[src/rtl/dbg_uart_bridge.sv]
// UART-to-debug bridge: gathers a 9-byte host frame (cmd, addr, data; LSB first),
// issues it to the core, then returns a 4-byte response or 0xDEADBEEF on timeout.
module dbg_uart_bridge #(
    parameter int unsigned TIMEOUT = 1024
) (
    input  logic        clk,
    input  logic        rst_i,
    input  logic [7:0]  rx_data_i,
    input  logic        rx_valid_i,
    output logic        rx_ready_o,
    output logic [7:0]  tx_data_o,
    output logic        tx_valid_o,
    input  logic        tx_ready_i,
    output logic [7:0]  dbg_cmd_o,
    output logic [31:0] dbg_addr_o,
    output logic [31:0] dbg_data_o,
    input  logic [31:0] dbg_data_i,
    input  logic        dbg_ready_i,
    output logic        busy_o,
    output logic        timeout_o
);

    localparam int unsigned TW = (TIMEOUT < 2) ? 1 : $clog2(TIMEOUT);

    localparam logic [2:0] S_IDLE = 3'd0;
    localparam logic [2:0] S_ADDR = 3'd1;
    localparam logic [2:0] S_DATA = 3'd2;
    localparam logic [2:0] S_EXEC = 3'd3;
    localparam logic [2:0] S_RESP = 3'd4;

    logic [2:0]    state_q, state_d;
    logic [1:0]    cnt_q, cnt_d;
    logic [7:0]    cmd_q, cmd_d;
    logic [31:0]   addr_q, addr_d;
    logic [31:0]   data_q, data_d;
    logic [31:0]   resp_q, resp_d;
    logic [TW-1:0] tmo_q, tmo_d;
    logic          timeout_q, timeout_d;
    logic          rx_fire, tx_fire;

    assign rx_ready_o = (state_q == S_IDLE) || (state_q == S_ADDR) || (state_q == S_DATA);
    assign tx_valid_o = (state_q == S_RESP);
    assign busy_o     = (state_q != S_IDLE);
    assign timeout_o  = timeout_q;
    assign dbg_cmd_o  = (state_q == S_EXEC) ? cmd_q : '0;
    assign dbg_addr_o = addr_q;
    assign dbg_data_o = data_q;
    assign tx_data_o  = resp_q[{cnt_q, 3'b000} +: 8];

    assign rx_fire = rx_valid_i && rx_ready_o;
    assign tx_fire = tx_valid_o && tx_ready_i;

    always_comb begin
        state_d   = state_q;
        cnt_d     = cnt_q;
        cmd_d     = cmd_q;
        addr_d    = addr_q;
        data_d    = data_q;
        resp_d    = resp_q;
        tmo_d     = tmo_q;
        timeout_d = 1'b0;
        case (state_q)
            S_IDLE: begin
                if (rx_fire && (rx_data_i != 8'h00)) begin
                    cmd_d   = rx_data_i;
                    cnt_d   = '0;
                    state_d = S_ADDR;
                end
            end
            S_ADDR: begin
                if (rx_fire) begin
                    addr_d[{cnt_q, 3'b000} +: 8] = rx_data_i;
                    cnt_d = cnt_q + 2'd1;
                    if (cnt_q == 2'd3) state_d = S_DATA;
                end
            end
            S_DATA: begin
                if (rx_fire) begin
                    data_d[{cnt_q, 3'b000} +: 8] = rx_data_i;
                    cnt_d = cnt_q + 2'd1;
                    if (cnt_q == 2'd3) begin
                        state_d = S_EXEC;
                        tmo_d   = '0;
                    end
                end
            end
            S_EXEC: begin
                // A completion on the final allowed cycle beats the timeout.
                if (dbg_ready_i) begin
                    resp_d  = dbg_data_i;
                    cnt_d   = '0;
                    state_d = S_RESP;
                end else if (tmo_q == TW'(TIMEOUT - 1)) begin
                    resp_d    = 32'hDEAD_BEEF;
                    timeout_d = 1'b1;
                    cnt_d     = '0;
                    state_d   = S_RESP;
                end else begin
                    tmo_d = tmo_q + TW'(1);
                end
            end
            S_RESP: begin
                if (tx_fire) begin
                    cnt_d = cnt_q + 2'd1;
                    if (cnt_q == 2'd3) state_d = S_IDLE;
                end
            end
            default: state_d = S_IDLE;
        endcase
    end

    always_ff @(posedge clk) begin
        if (rst_i) begin
            state_q   <= S_IDLE;
            cnt_q     <= '0;
            cmd_q     <= '0;
            addr_q    <= '0;
            data_q    <= '0;
            resp_q    <= '0;
            tmo_q     <= '0;
            timeout_q <= 1'b0;
        end else begin
            state_q   <= state_d;
            cnt_q     <= cnt_d;
            cmd_q     <= cmd_d;
            addr_q    <= addr_d;
            data_q    <= data_d;
            resp_q    <= resp_d;
            tmo_q     <= tmo_d;
            timeout_q <= timeout_d;
        end
    end

endmodule

[config.mk]
export PLATFORM = sky130hd
export DESIGN_NAME = dbg_uart_bridge
export DESIGN_NICKNAME = d
export VERILOG_FILES = /design/src/rtl/dbg_uart_bridge.sv
export SDC_FILE = /design/constraint.sdc
export NUM_CORES = 1
export LEC_CHECK = 0
export BUFFER_PORTS_ARGS = -buffer_cell sky130_fd_sc_hd__buf_2
export CAP_MARGIN = 20
export CORE_AREA = 2 2 125 127
export CTS_CLUSTER_DIAMETER = 60
export CTS_CLUSTER_SIZE = 28
export DETAILED_ROUTE_END_ITERATION = 6
export DIE_AREA = 0 0 127 129
export GPL_TIMING_DRIVEN = 0
export PLACE_DENSITY_LB_ADDON = 0.2
export SLEW_MARGIN = 20
export SYNTH_ARGS = -nofsm -noshare
export SYNTH_HDL_FRONTEND = slang
export SYNTH_SLANG_ARGS = --single-unit
[constraint.sdc]
create_clock -name clk -period 2.15 [get_ports clk]
set_input_delay 0.43 -clock clk [delete_from_list [all_inputs] [get_ports clk]]
set_output_delay 0.43 -clock clk [all_outputs]
set_load 0.1 [all_outputs]
==> metrics.csv <==
stage,metric,value,unit
status,outcome,"complete, but fails checks",
status,violations,negative setup slack,
job,maxCapViolations,0,
clocking,h-tree-depth,4,
detailed_routing,antenna_left,0,
layout,multi_input_area,2510,sq um
timing,setup_ws,-0.00751,ns
clocking,worstSkewPairLatency,0.42,ns
timing,fin_hold_ws,0.258,ns
power_and_ir_drop,p_leak,2.70,nW
timing,fmax,463,MHz
setup_path,cpMaxStageDelayCell,mux4_2,
setup_path,end_kind,output port,
layout,seq_area,2410,sq um
power_and_ir_drop,vdd_drop_max,0.644,mV
synthesis,synth-seq-cells,120,
placed_design,io_buffers,120,
timing,rsz0062_at_grt,yes,
synthesis,ys_top_cells_by_area,"dfxtp_1, a21oi_1, nand2_1",
global_routing,overflow,0,
setup_path,path_cells,buf_12 > mux4_2 > buf_12,
setup_path,worstPathArrival,1.73,ns
clocking,clock_sinks,120,
synthesis,yosysTopAreaCell,dfxtp_1,
synthesis,synth-edff-count,0,
synthesis,synth-seq-area-share,46.8,%
detailed_routing,wirelength,15.3,mm
floorplan,coreArea,15000,sq um
timing,worst_slew_pin_slew,0.758,ns
layout,fin_nets,808,
detailed_routing,via_count,4917,
layout,stdcell_count,958,
global_routing,antenna_found_initial,0,
placed_design,gp_congestion,0.891,
placed_design,dp.cells,921,
clocking,root_buffer,clkbuf_16,
floorplan,fp.dieW,127,microns
timing,post-route-period-util,100,%
floorplan,die_h,129,microns
synthesis,synth_area_per_cell,8.37,sq um
synthesis,synthCells,613,
global_routing,grtUsageTotal,19.0,%
clocking,cts.hold.buffers_added,0,
clocking,cts_made_buffers,17,
layout,drive_gt1_share,26.8,%
detailed_routing,viasPerCell,5.13,
floorplan,start_util,34.3,%
global_routing,grt_pass1_vias,4832,
setup_path,crit_type,reg -> out,
floorplan,ios,129,
setup_path,path_buf_inv,2,
floorplan,std_cell_rows,45,
synthesis,post-synth-top-count-cell,dfxtp_1,
setup_path,slowest_delay,0.57,ns
synthesis,yosys_warnings,0,
timing,hold_viol_final,0,
clocking,clk_path_buf_depth,2,
timing,setup_viol_count_final,1,
placed_design,post-dp-hpwl,10.9,mm
placed_design,post-place-ws,-0.573,ns
timing,max-slew-margin-rel,49.5,%
floorplan,dieArea,16400,sq um
detailed_routing,route.detailed.wl_per_inst,16.0,microns
timing,skew,0.00518,ns
hold_path,worstHoldPathType,in -> reg,
detailed_routing,drt_iter0_markers,318,
synthesis,synthFlopType,dfxtp_1,
synthesis,synth.distinct_cells,51,
setup_path,crit_path_frequent_cell,buf_12,
detailed_routing,first_pass_iters,5,
layout,area_delta_synth_final,32.5,%
synthesis,synth_top_area_share,46.8,%
layout,antenna_cells,0,
timing,final_max_slew_viol_count,0,
global_routing,grt_first_pass_wirelength,24.2,mm
setup_path,startpoint_type,register,
detailed_routing,drc_errors,0,
synthesis,syn_area,5130,sq um
power_and_ir_drop,p_per_area,1090,nW/um^2
setup_path,worst_path_dominant_cell_family,multiplexers,
synthesis,synthArstFlopShare,0,%
synthesis,synth_common_cells,"dfxtp_1, nand2_1, nor2_1",
timing,tns,-0.00751,ns
synthesis,syn-num-nets,664,
setup_path,rrSetupSlack,0.14,ns
layout,nFillCells,1523,
setup_path,crit_fanout,9,
clocking,cts_tree,built,
global_routing,grt_max_degree,19,
clocking,clk_pin_slew_worst_paths,0.05,ns
setup_path,cp.required,1.72,ns
timing,layout_min_cycle_time,2.16,ns
==> path summary, 6_finish.rpt <==
path,cells past startpoint,startpoint,end
setup / recovery,3,cnt_q[0],tx_data_o[4]
hold / removal,2,dbg_ready_i,timeout_o
setup reg to reg,7,cnt_q[1],dbg_data_o[6]
hold reg to reg,2,dbg_addr_o[9],dbg_addr_o[9]
==> cells in the final DEF, fill, tap and decap left out, types with 3 or more instances in the layout <==
master / Yosys / layout
mux4_2: 8 / 8
nor2_1: 78 / 77
ha_1: 6 / 5
nor3_1: 30 / 29
bufinv_16: 0 / 3
a31oi_1: 6 / 6
buf_4: 6 / 13
inv_1: 3 / 3
a21oi_1: 77 / 76
a22oi_1: 8 / 8
dfxtp_1: 120 / 118
clkbuf_1: 30 / 30
nand2_1: 89 / 89
nand4_1: 25 / 25
o21ai_0: 5 / 5
and2_1: 14 / 14
nor3b_4: 0 / 3
buf_6: 2 / 17
clkinv_2: 0 / 3
mux2i_1: 9 / 9
buf_2: 13 / 115
nand3_1: 46 / 46
clkbuf_16: 0 / 17
==> metal layers <==
metal  up-vias  part of all wire (%)  global-route usage, %
li1       2435                     -                      -
met1      2317                    45                   25.1
met2       141                    46                   29.5
met3        24                   6.9                   5.74
met4         0                   2.0                   7.11
met5         -                     0                      0
==> final cells by class <==
class	instances	area share, %
clock inverters	8	1.77
multi-input cells	439	36.9
well taps	188	3.46
inverters	3	0.166
flip-flops and latches	120	35.4
clock buffers	24	6.94
repair buffers	126	11.3
plain buffers	50	4.01
==> kinds of logic (layout without fill, tap and decap cells) <==
kind of cell / after synthesis / after routing / synth area share (%)
adder cells (fa/ha/maj): 6 / 6 / 1.46
flip-flops: 120 / 120 / 46.8
buffers and inverters: 54 / 211 / 5.00
XOR/XNOR: 1 / 1 / 0.171
AO/OA/AOI/OAI: 107 / 107 / 12.2
AND/OR/NAND/NOR: 308 / 308 / 29.1
multiplexers: 17 / 17 / 5.27
==> where the power goes <==
group | internal (W) | switching (W) | leakage [nW]
sequential | 0.00235 | 0.0000981 | 0.970
clock | 0.00187 | 0.000977 | 0.284
combinational | 0.000671 | 0.00141 | 1.44
total | 0.00490 | 0.00248 | 2.70
==> metrics by stage <==
step	utilization [%]	area [sq um]	power [W]
finish	45.4	6800	0.00738
global route	45.4	6800	0.00768
CTS	45.0	6740	0.00733
detailed placement	39.9	5970	0.00429
global placement	39.9	5970	0.00426
floorplan	-	5130	0.00390
==> registers in the layout, indices dropped and copies added (netlist names) <==
name        flops
dbg_data_o     32
tmo_q          10
resp_q         32
cnt_q           2
state_q         3
dbg_addr_o     32
cmd_q           8
timeout_o       1
==> timing repair <==
action                                  4_1_cts  5_1_grt
setup buffers                                 2        4
pin swaps                                     0        1
resized for setup                            52       13
endpoints found under the setup margin       82       53
Note: power is estimated with default switching activity, not from simulation.
